==> src/rtl/pipe_mon_pkg.sv <==
// Shared types and constants for the pipeline performance monitor.
// States, done reasons, readout selects and RV32 opcode classes.
package pipe_mon_pkg;

   typedef enum logic [1:0] {
      ST_IDLE = 2'd0,
      ST_RUN  = 2'd1,
      ST_DONE = 2'd2
   } state_e;

   typedef enum logic [1:0] {
      RSN_NONE  = 2'b00,
      RSN_HALT  = 2'b01,
      RSN_LIMIT = 2'b10
   } reason_e;

   localparam logic [3:0] SEL_CYCLE   = 4'd0;
   localparam logic [3:0] SEL_RETIRE  = 4'd1;
   localparam logic [3:0] SEL_STALL   = 4'd2;
   localparam logic [3:0] SEL_BRANCH  = 4'd3;
   localparam logic [3:0] SEL_FWD     = 4'd4;
   localparam logic [3:0] SEL_STATUS  = 4'd5;
   localparam logic [3:0] SEL_H_R     = 4'd6;
   localparam logic [3:0] SEL_H_I     = 4'd7;
   localparam logic [3:0] SEL_H_LOAD  = 4'd8;
   localparam logic [3:0] SEL_H_STORE = 4'd9;
   localparam logic [3:0] SEL_H_BR    = 4'd10;
   localparam logic [3:0] SEL_H_OTHER = 4'd11;

   localparam logic [6:0] OP_R      = 7'b0110011;
   localparam logic [6:0] OP_I      = 7'b0010011;
   localparam logic [6:0] OP_LOAD   = 7'b0000011;
   localparam logic [6:0] OP_STORE  = 7'b0100011;
   localparam logic [6:0] OP_BRANCH = 7'b1100011;

   localparam int NHIST = 6;

   // One-hot opcode class in histogram order: R, I, load, store, branch, other.
   function automatic logic [NHIST-1:0] op_class(input logic [6:0] op);
      logic [NHIST-1:0] c;
      c = '0;
      unique case (op)
         OP_R:      c[0] = 1'b1;
         OP_I:      c[1] = 1'b1;
         OP_LOAD:   c[2] = 1'b1;
         OP_STORE:  c[3] = 1'b1;
         OP_BRANCH: c[4] = 1'b1;
         default:   c[5] = 1'b1;
      endcase
      return c;
   endfunction

endpackage

==> src/rtl/pipeline_perf_monitor_sat_counter.sv <==
// Saturating up-counter with synchronous clear and a variable increment.
// Sticks at all-ones instead of wrapping.
module sat_counter #(
   parameter int W  = 32,
   parameter int IW = 1
) (
   input  logic          clk,
   input  logic          reset,
   input  logic          clr,
   input  logic [IW-1:0] inc,
   output logic [W-1:0]  value
);

   localparam int SW = W + 1;

   logic [W-1:0] value_q;
   logic [W-1:0] value_d;
   logic [W:0]   sum;

   assign sum = {1'b0, value_q} + SW'(inc);

   // Next value: clear wins, otherwise add and clamp on carry-out.
   always_comb begin
      value_d = value_q;
      if (clr) begin
         value_d = '0;
      end else if (sum[W]) begin
         value_d = '1;
      end else begin
         value_d = sum[W-1:0];
      end
   end

   // Counter register.
   always_ff @(posedge clk or posedge reset) begin
      if (reset) begin
         value_q <= '0;
      end else begin
         value_q <= value_d;
      end
   end

   assign value = value_q;

endmodule

==> src/rtl/pipeline_perf_monitor.sv <==
// Run-control and performance monitor beside the pipelined core.
// Optional opcode histogram enabled by defining PIPE_MON_HIST_EN.
module pipeline_perf_monitor
   import pipe_mon_pkg::*;
#(
   parameter int CNT_W      = 32,
   parameter int MAX_CYCLES = 500,
   parameter int HALT_ZEROS = 1
) (
   input  logic             clk,
   input  logic             reset,
   input  logic             start,
   input  logic             instr_valid,
   input  logic [31:0]      instr_if,
   input  logic             retire_valid,
   input  logic             stall,
   input  logic             branch_taken,
   input  logic [1:0]       fwd_a,
   input  logic [1:0]       fwd_b,
   input  logic [3:0]       rd_sel,
   output logic [CNT_W-1:0] rd_data,
   output logic             running,
   output logic             done,
   output logic [1:0]       done_reason
);

   localparam int ZW = (HALT_ZEROS < 2) ? 1 : $clog2(HALT_ZEROS + 1);
   localparam logic [CNT_W-1:0] CYC_LAST = CNT_W'(MAX_CYCLES - 1);
   localparam logic [ZW-1:0]    HZ_LAST  = ZW'(HALT_ZEROS - 1);

   state_e           state_q, state_d;
   reason_e          rsn_q, rsn_d;
   logic [ZW-1:0]    zrun_q, zrun_d;
   logic [CNT_W-1:0] rd_data_q, rd_data_d;

   logic             run;
   logic             clr;
   logic             fetch_zero;
   logic             halt;
   logic             limit;
   logic [1:0]       fwd_inc;

   logic [CNT_W-1:0] cyc_v;
   logic [CNT_W-1:0] ret_v;
   logic [CNT_W-1:0] stl_v;
   logic [CNT_W-1:0] br_v;
   logic [CNT_W-1:0] fwd_v;

   assign run        = (state_q == ST_RUN);
   assign fetch_zero = instr_valid && (instr_if == 32'd0);
   assign halt       = run && fetch_zero && (zrun_q == HZ_LAST);
   assign limit      = run && (cyc_v == CYC_LAST);
   assign fwd_inc    = {1'b0, run & (|fwd_a)} + {1'b0, run & (|fwd_b)};

   // Run control: start clears, halt beats the cycle limit.
   always_comb begin
      state_d = state_q;
      rsn_d   = rsn_q;
      zrun_d  = zrun_q;
      clr     = 1'b0;
      unique case (state_q)
         ST_IDLE, ST_DONE: begin
            if (start) begin
               state_d = ST_RUN;
               rsn_d   = RSN_NONE;
               zrun_d  = '0;
               clr     = 1'b1;
            end
         end
         ST_RUN: begin
            if (instr_valid) begin
               zrun_d = fetch_zero ? zrun_q + 1'b1 : '0;
            end
            if (halt) begin
               state_d = ST_DONE;
               rsn_d   = RSN_HALT;
            end else if (limit) begin
               state_d = ST_DONE;
               rsn_d   = RSN_LIMIT;
            end
         end
         default: state_d = ST_IDLE;
      endcase
   end

   // Control state registers.
   always_ff @(posedge clk or posedge reset) begin
      if (reset) begin
         state_q <= ST_IDLE;
         rsn_q   <= RSN_NONE;
         zrun_q  <= '0;
      end else begin
         state_q <= state_d;
         rsn_q   <= rsn_d;
         zrun_q  <= zrun_d;
      end
   end

   sat_counter #(.W(CNT_W), .IW(1)) u_cyc (
      .clk(clk), .reset(reset), .clr(clr),
      .inc(run), .value(cyc_v)
   );

   sat_counter #(.W(CNT_W), .IW(1)) u_ret (
      .clk(clk), .reset(reset), .clr(clr),
      .inc(run & retire_valid), .value(ret_v)
   );

   sat_counter #(.W(CNT_W), .IW(1)) u_stl (
      .clk(clk), .reset(reset), .clr(clr),
      .inc(run & stall), .value(stl_v)
   );

   sat_counter #(.W(CNT_W), .IW(1)) u_br (
      .clk(clk), .reset(reset), .clr(clr),
      .inc(run & branch_taken), .value(br_v)
   );

   sat_counter #(.W(CNT_W), .IW(2)) u_fwd (
      .clk(clk), .reset(reset), .clr(clr),
      .inc(fwd_inc), .value(fwd_v)
   );

`ifdef PIPE_MON_HIST_EN
   logic [NHIST-1:0] hist_inc;
   logic [CNT_W-1:0] hist_v [NHIST];

   assign hist_inc = {NHIST{run & instr_valid}} & op_class(instr_if[6:0]);

   for (genvar g = 0; g < NHIST; g++) begin : g_hist
      sat_counter #(.W(CNT_W), .IW(1)) u_h (
         .clk(clk), .reset(reset), .clr(clr),
         .inc(hist_inc[g]), .value(hist_v[g])
      );
   end
`endif

   // Readout mux over pre-update values.
   always_comb begin
      rd_data_d = '0;
      unique case (rd_sel)
         SEL_CYCLE:   rd_data_d = cyc_v;
         SEL_RETIRE:  rd_data_d = ret_v;
         SEL_STALL:   rd_data_d = stl_v;
         SEL_BRANCH:  rd_data_d = br_v;
         SEL_FWD:     rd_data_d = fwd_v;
         SEL_STATUS:  rd_data_d = CNT_W'({rsn_q, state_q == ST_DONE, run});
`ifdef PIPE_MON_HIST_EN
         SEL_H_R:     rd_data_d = hist_v[0];
         SEL_H_I:     rd_data_d = hist_v[1];
         SEL_H_LOAD:  rd_data_d = hist_v[2];
         SEL_H_STORE: rd_data_d = hist_v[3];
         SEL_H_BR:    rd_data_d = hist_v[4];
         SEL_H_OTHER: rd_data_d = hist_v[5];
`endif
         default:     rd_data_d = '0;
      endcase
   end

   // Registered readout port.
   always_ff @(posedge clk or posedge reset) begin
      if (reset) begin
         rd_data_q <= '0;
      end else begin
         rd_data_q <= rd_data_d;
      end
   end

   assign rd_data     = rd_data_q;
   assign running     = run;
   assign done        = (state_q == ST_DONE);
   assign done_reason = rsn_q;

endmodule

==> config.mk <==
export PLATFORM = sky130hd
export DESIGN_NAME = pipeline_perf_monitor
export DESIGN_NICKNAME = d
export VERILOG_FILES = /design/src/rtl/pipe_mon_pkg.sv /design/src/rtl/pipeline_perf_monitor_sat_counter.sv /design/src/rtl/pipeline_perf_monitor.sv
export SDC_FILE = /design/constraint.sdc
export NUM_CORES = 1
export LEC_CHECK = 0
export CAP_MARGIN = 30
export CORE_MARGIN = 2
export CORE_UTILIZATION = 66
export CTS_BUF_LIST = sky130_fd_sc_hd__clkbuf_8
export DETAILED_ROUTE_END_ITERATION = 10
export PLACE_DENSITY = 0.88
export SLEW_MARGIN = 20
export SYNTH_ARGS = -nofsm -noshare
export SYNTH_HDL_FRONTEND = slang
export SYNTH_HIERARCHICAL = 1
export SYNTH_SLANG_ARGS = --single-unit
==> constraint.sdc <==
create_clock -name clk -period 5.3 [get_ports clk]
set_input_delay 1.06 -clock clk [delete_from_list [all_inputs] [get_ports clk]]
set_output_delay 1.06 -clock clk [all_outputs]
set_load 0.01 [all_outputs]
## After elaboration in Yosys (flattened, before gate mapping)

Index checks and enable logic that the tools add are counted.

- Add/subtract/negate cells: 7
- Equality and inequality tests: 11
- Multiplexer cells: 24
- Bitwise gates (word level): 6
- Reductions and logical operators: 14

Operators with widths:

| kind | number |
|---|---|
| $mux W32 | 10 |
| $pmux W32 S6 | 1 |
| $add A32 B1 Y33 | 4 |
| $add A32 B2 Y33 | 1 |
| $eq A32 B9 Y1 const B | 1 |
| $logic_not A32 Y1 | 1 |
| $mux W2 | 5 |
| $eq A4 B2 Y1 const B | 2 |
| $eq A4 B3 Y1 const B | 2 |
| $pmux W2 S2 | 2 |
| $reduce_and A3 Y1 | 2 |
| $reduce_or A2 Y1 | 3 |
| $and A1 B1 Y1 | 5 |
| $mux W1 | 5 |
| $eq A4 B1 Y1 const B | 1 |
| $logic_and A1 B1 Y1 | 4 |
| $logic_not A4 Y1 | 1 |
| $ne A2 B2 Y1 const B | 2 |
| $ne A3 B1 Y1 const B | 1 |
| $add A1 B1 Y2 | 1 |
| $eq A2 B1 Y1 const B | 1 |
| $eq A2 B2 Y1 const B | 1 |
| $logic_not A2 Y1 | 1 |
| $pmux W1 S2 | 1 |
| 4 further kinds | 4 |

- Register bits: 197
- Input bits: 47
- Output and inout port bits: 36
- Logic and storage cells: 71

## Longest topological paths before layout

- Depth in word-level cells: 6
- Gate-level depth with buffers: 13

## Cells and area by module

Netlist, hierarchy kept.

By module, submodules not included:

| module | instances | cells each | area an instance (um^2) | sequential area each (um^2) |
|---|---|---|---|---|
| sat_counter (u_br ...) | 4 | 194 | 1823.0 | 800.8 |
| pipeline_perf_monitor | 1 | 242 | 2202.1 | 925.9 |
| sat_counter (u_fwd) | 1 | 181 | 1726.7 | 800.8 |

## Least setup slack after synthesis

Ideal clock, no wire load.

- Path kind: input port to flip-flop
- From: input port fwd_a[1]
- To: register u_fwd.value_q[30] (netlist: u_fwd/value[30])
- Arrival time: 3.249 ns
- Required time: 5.175 ns
- Setup slack: 1.926 ns
- Cell stages on the path: 10
- Buffers on the path: 0
- Cell sequence: o21a_1 > ha_1 > ha_1 > inv_1 > fa_1 > and4b_1 > nand2_1 > nor4_4 > nand3_1 > mux2_2

- Longest elaborated chain between the ends: 6

Ends and longest elaborated chain:

| element | line | RTL |
|---|---|---|
| start: declaration | pipeline_perf_monitor.sv:18 | `input logic [1:0] fwd_a,` |
| $reduce_or A2 Y1 | pipeline_perf_monitor.sv:53 | `assign fwd_inc = {1'b0, run & (\|fwd_a)} + {1'b0, run & (\|fwd_b)};` |
| $and A1 B1 Y1 | pipeline_perf_monitor.sv:53 |  |
| $add A1 B1 Y2 | pipeline_perf_monitor.sv:53 |  |
| named net fwd_inc[0] | pipeline_perf_monitor.sv:41 | `logic [1:0] fwd_inc;` |
| $add A32 B2 Y33 | pipeline_perf_monitor_sat_counter.sv:20 | `assign sum = {1'b0, value_q} + SW'(inc);` |
| $mux W32 | pipeline_perf_monitor_sat_counter.sv:27 | `end else if (sum[W]) begin` |
| $mux W32 | pipeline_perf_monitor_sat_counter.sv:25 | `if (clr) begin` |
| named net u_fwd.value_d[30] | pipeline_perf_monitor_sat_counter.sv:17 | `logic [W-1:0] value_d;` |
| end signal: assignment | pipeline_perf_monitor_sat_counter.sv:39 | `value_q <= value_d;` |
| end: declaration | pipeline_perf_monitor_sat_counter.sv:16 | `logic [W-1:0] value_q;` |

The timed path passes the listed nets, and every way through them passes these cells.
A chain may end at the register's enable or synchronous reset.

## Worst setup path in the final report

- From: input port fwd_a[1]
- To: register u_fwd.value_q[15] (netlist: u_fwd/value[15])

The elaborated chain is that of the path after synthesis.

==> results.txt <==
* Ys Warns: 6
- The worst setup path is captured at a flop.
- After detailed routing, the total wire length is 33500 um.
- Half-perimeter wire length after detailed placement: 23800 um
- Sink Count: between 150 and 200
* Post-DR vias/cell: between 7 and 8
* Growth of design area from synthesis to finish: 12.3%
- Max-slew headroom: 0.327
- Reg clk slew, reported paths: 100 ps
- Summed over all nets, wire length on met3 after detailed routing comes to between 3000 and 4000 um.
- Post-Route Skew: 16.0 ps
- Yosys mapped the design onto 61 distinct sky130hd cell types.
- Summing over every cut layer, the via total after detailed routing is 10856.
- The die covers around 18000 um2.
* Floorplan die height: 134 um
* FMAX: 251 MHz
* Synth area leader: sky130_fd_sc_hd__dfrtp_1
- Critical path's largest stage delay: between 700 and 800 ps
* Top area cells in the synthesized netlist: sky130_fd_sc_hd__dfrtp_1 44%, sky130_fd_sc_hd__a22oi_1 4.1%, sky130_fd_sc_hd__a21oi_1 3.8%, sky130_fd_sc_hd__nand3_1 3.6%, sky130_fd_sc_hd__nand4_1 3.5%
* Clock insertion delay at the later pin of the skew report: 490 ps
- sky130_fd_sc_hd__dfrtp_1 is the most common cell in the netlist.
* DRT Pass-1 Iters: 7
* Final Non-Filler Cells: 1494
- The share of synthesized area in the top cell type comes to 0.439.
- For this design the static power due to leakage is 4.96 nW.
- Leftover overflow at the end of global routing: 0
* Total placed cells including tap cells: 1460
* Final sum of negative setup slack: 0 ps
* Type of the most critical hold path: flop to flop
* Post-CTS setup buffer count: 0
- The number of antenna diodes in the final layout is 0.
- Period utilisation layout: 0.752
- After detailed routing, the number of remaining DRC violations is 0.
- Peak supply drop: 0.207 mV
* Worst setup path category: primary input to flop
- Overall fraction of global-route tracks in use: 0.371
* Setup repair after global routing missed its margin: false
* Max-cap violation count: 0
* Post_cts resized: 0
- The initialized floorplan defines 47 standard-cell rows.
- Mapped Nets: 1258
- Detailed routing placed a total of about 15000 um of wire on met2.
* Sequential element share of the synthesized area: 0.439
- Power spread over the standard cell area amounts to 273 nW/um2.
- Walking the worst path, the cells encountered are clkdlybuf4s50_1 -> o21a_1 -> ha_1 -> ha_1 -> inv_1 -> fa_1 -> and4b_1 -> and2_1 -> nand3_1 -> a21oi_1.
- TritonCTS built the clock tree.
- Hold Crit Depth: 1
* H-Tree Depth: 4
- Critical path data required time: 5690 ps
- Post-synthesis cell count: between 1000 and 1500
- Among all stages on the critical path, the largest delay is contributed by sky130_fd_sc_hd__nand3_1.
- The final count of hold timing violations came to 0.
- The tree is rooted in a sky130_fd_sc_hd__clkbuf_8.
- The count of nets left with antenna violations once routing finished came out at 0.
- Total of endpoints with negative setup slack in the final report: 0
- First-pass GRT wire length: approximately 52000 um
- TritonCTS created 17 clock buffers.
- Min Tclk post-route: 3990 ps
* Area of the core: around 17000 um2
- Number of top-level design ports: 83
- The run finished with clean final reports.
- Of all nets on the critical path, the largest fanout is 23.
* Count of input and output buffers: 82
- CP startpoint kind: primary input
- After detailed routing, the wire length on met1 is approximately 13000 um.
- Max Used Layer: met5
* Top cells by count, synth: 197 x sky130_fd_sc_hd__dfrtp_1, 88 x sky130_fd_sc_hd__nand2_1, 86 x sky130_fd_sc_hd__a21oi_1
* Crit path top cell by count: sky130_fd_sc_hd__ha_1
- The number of antenna violations at the first check in global routing is 1.
* CTS Buffer Depth: 2
- The number of max-slew violations in the final report is 0.
* Most used flip-flop cell after synthesis: sky130_fd_sc_hd__dfrtp_1
- The number of global-route vias before repair was around 9800.
* Largest net degree at the start of global routing: 77
- Share of final-layout standard cells stronger than drive strength 1: 0.0863
- Setup slack after placement: 885 ps
- Initial standard-cell utilization of the core: 0.677
* Quantity of hold-fixing buffers added after cts: 0
* Cell area after synthesis: around 11000 um2
- Proportion of synthesized flip-flops having asynchronous set or reset: 1.00
* Pin slew with the least headroom to its limit: 1000 ps
* Cells on worst reg2reg path: 11
* Detail-routed net length per standard cell: about 22 um
- In this run, the number of DRC markers left after iteration 0 of detailed routing was 2300.
- Synthesized area per cell: 9.36 um2
- At the end of routability-driven placement, the weighted congestion stood at 0.951.
- Synthesis inferred 197 register bits.
- In the post-route analysis, the smallest setup slack over all paths is 1310 ps.
- Overall die width: 134 um
- Post-synth EDFFs: 0
- Critical path arrival: 4380 ps
- At the end of the flow, the number of nets in the layout was 1320.
stage by stage:
step | utilization | hold slack, ps | instance area [um2] | total power [mW]
final | 0.760 | 568 | 12600 | 3.44
after global routing | 0.760 | 586 | 12600 | 3.57
after CTS | 0.759 | 549 | 12600 | 3.42
after detailed placement | 0.735 | 531 | 12200 | 2.47
after global placement | 0.735 | 521 | 12200 | 2.43
after floorplan | - | 469 | 11200 | 2.21
final cells by class:
class | instances | area, um2
clock inverter | 12 | 116
fill | 1166 | 3990
multi-input combinational | 888 | 5830
sequential | 197 | 4930
inverter | 54 | 205
clock buffer | 20 | 275
timing repair buffer | 103 | 968
tap | 220 | 275
state kept, by name (all words and copies together) (netlist names):
| name | cells |
|---|---|
| rd_data | 32 |
| u_br/value | 32 |
| u_cyc/value | 32 |
| u_fwd/value | 32 |
| u_ret/value | 32 |
| u_stl/value | 32 |
| done_reason | 2 |
| state_q | 2 |
| zrun_q | 1 |
cells in the final DEF, fill, tap and decap left out, types with 33 or more instances in the layout:
cell and instances:
sky130_fd_sc_hd__nor4_1 48, sky130_fd_sc_hd__nand3_1 80, sky130_fd_sc_hd__nor2_1 33, sky130_fd_sc_hd__a22oi_1 62, sky130_fd_sc_hd__clkdlybuf4s50_1 82, sky130_fd_sc_hd__nand2_1 88
sky130_fd_sc_hd__inv_1 53, sky130_fd_sc_hd__xnor2_1 45, sky130_fd_sc_hd__a21oi_1 86, sky130_fd_sc_hd__a31oi_1 49, sky130_fd_sc_hd__nand4_1 63, sky130_fd_sc_hd__dfrtp_1 197
sky130_fd_sc_hd__nor3_1 34
path summary, 6_finish.rpt:
kind	endpoint	from	slack, ps
setup / recovery	u_fwd/value[15]$_DFF_PP0_	fwd_a[1]	1310
hold / removal	u_fwd/value[22]$_DFF_PP0_	u_fwd/value[22]$_DFF_PP0_	570
setup reg to reg	u_fwd/value[15]$_DFF_PP0_	state_q[0]$_DFFE_PP0P_	1540
hold reg to reg	u_fwd/value[22]$_DFF_PP0_	u_fwd/value[22]$_DFF_PP0_	570
max in group asynchronous	rd_data[13]$_DFF_PP0_	reset	3710
min in group asynchronous	u_fwd/value[13]$_DFF_PP0_	reset	1200
power breakdown:
group          switching, mW  internal (mW)  total, mW
registers              0.255           1.63       1.89
logic                  0.315          0.271      0.586
clock network          0.554          0.416      0.970
total                   1.12           2.32       3.44
per-layer routing:
metal	GRT usage	vias to the layer above
met4	0.190	2
met5	0	-
met3	0.0763	125
met1	0.514	5162
li1	-	4734
met2	0.556	833
cells by family after synthesis:
family,Yosys count,synth area share
adders and majority gates,12,0.0140
buffers and inverters,114,0.0455
DFF,197,0.439
AOI/OAI and AO/OA,310,0.187
xor gates and xnor gates,68,0.0531
and+or+nand+nor,495,0.258
muxes,3,0.00301
worst max-delay path, delay by kind of cell:
| family | cells | cell delay (ps) |
|---|---|---|
| simple gates | 3 | 1370 |
| fa+ha+maj | 3 | 880 |
| compound gates | 2 | 610 |
| buf+inv | 2 | 460 |
(Power assumes the default switching activity.)
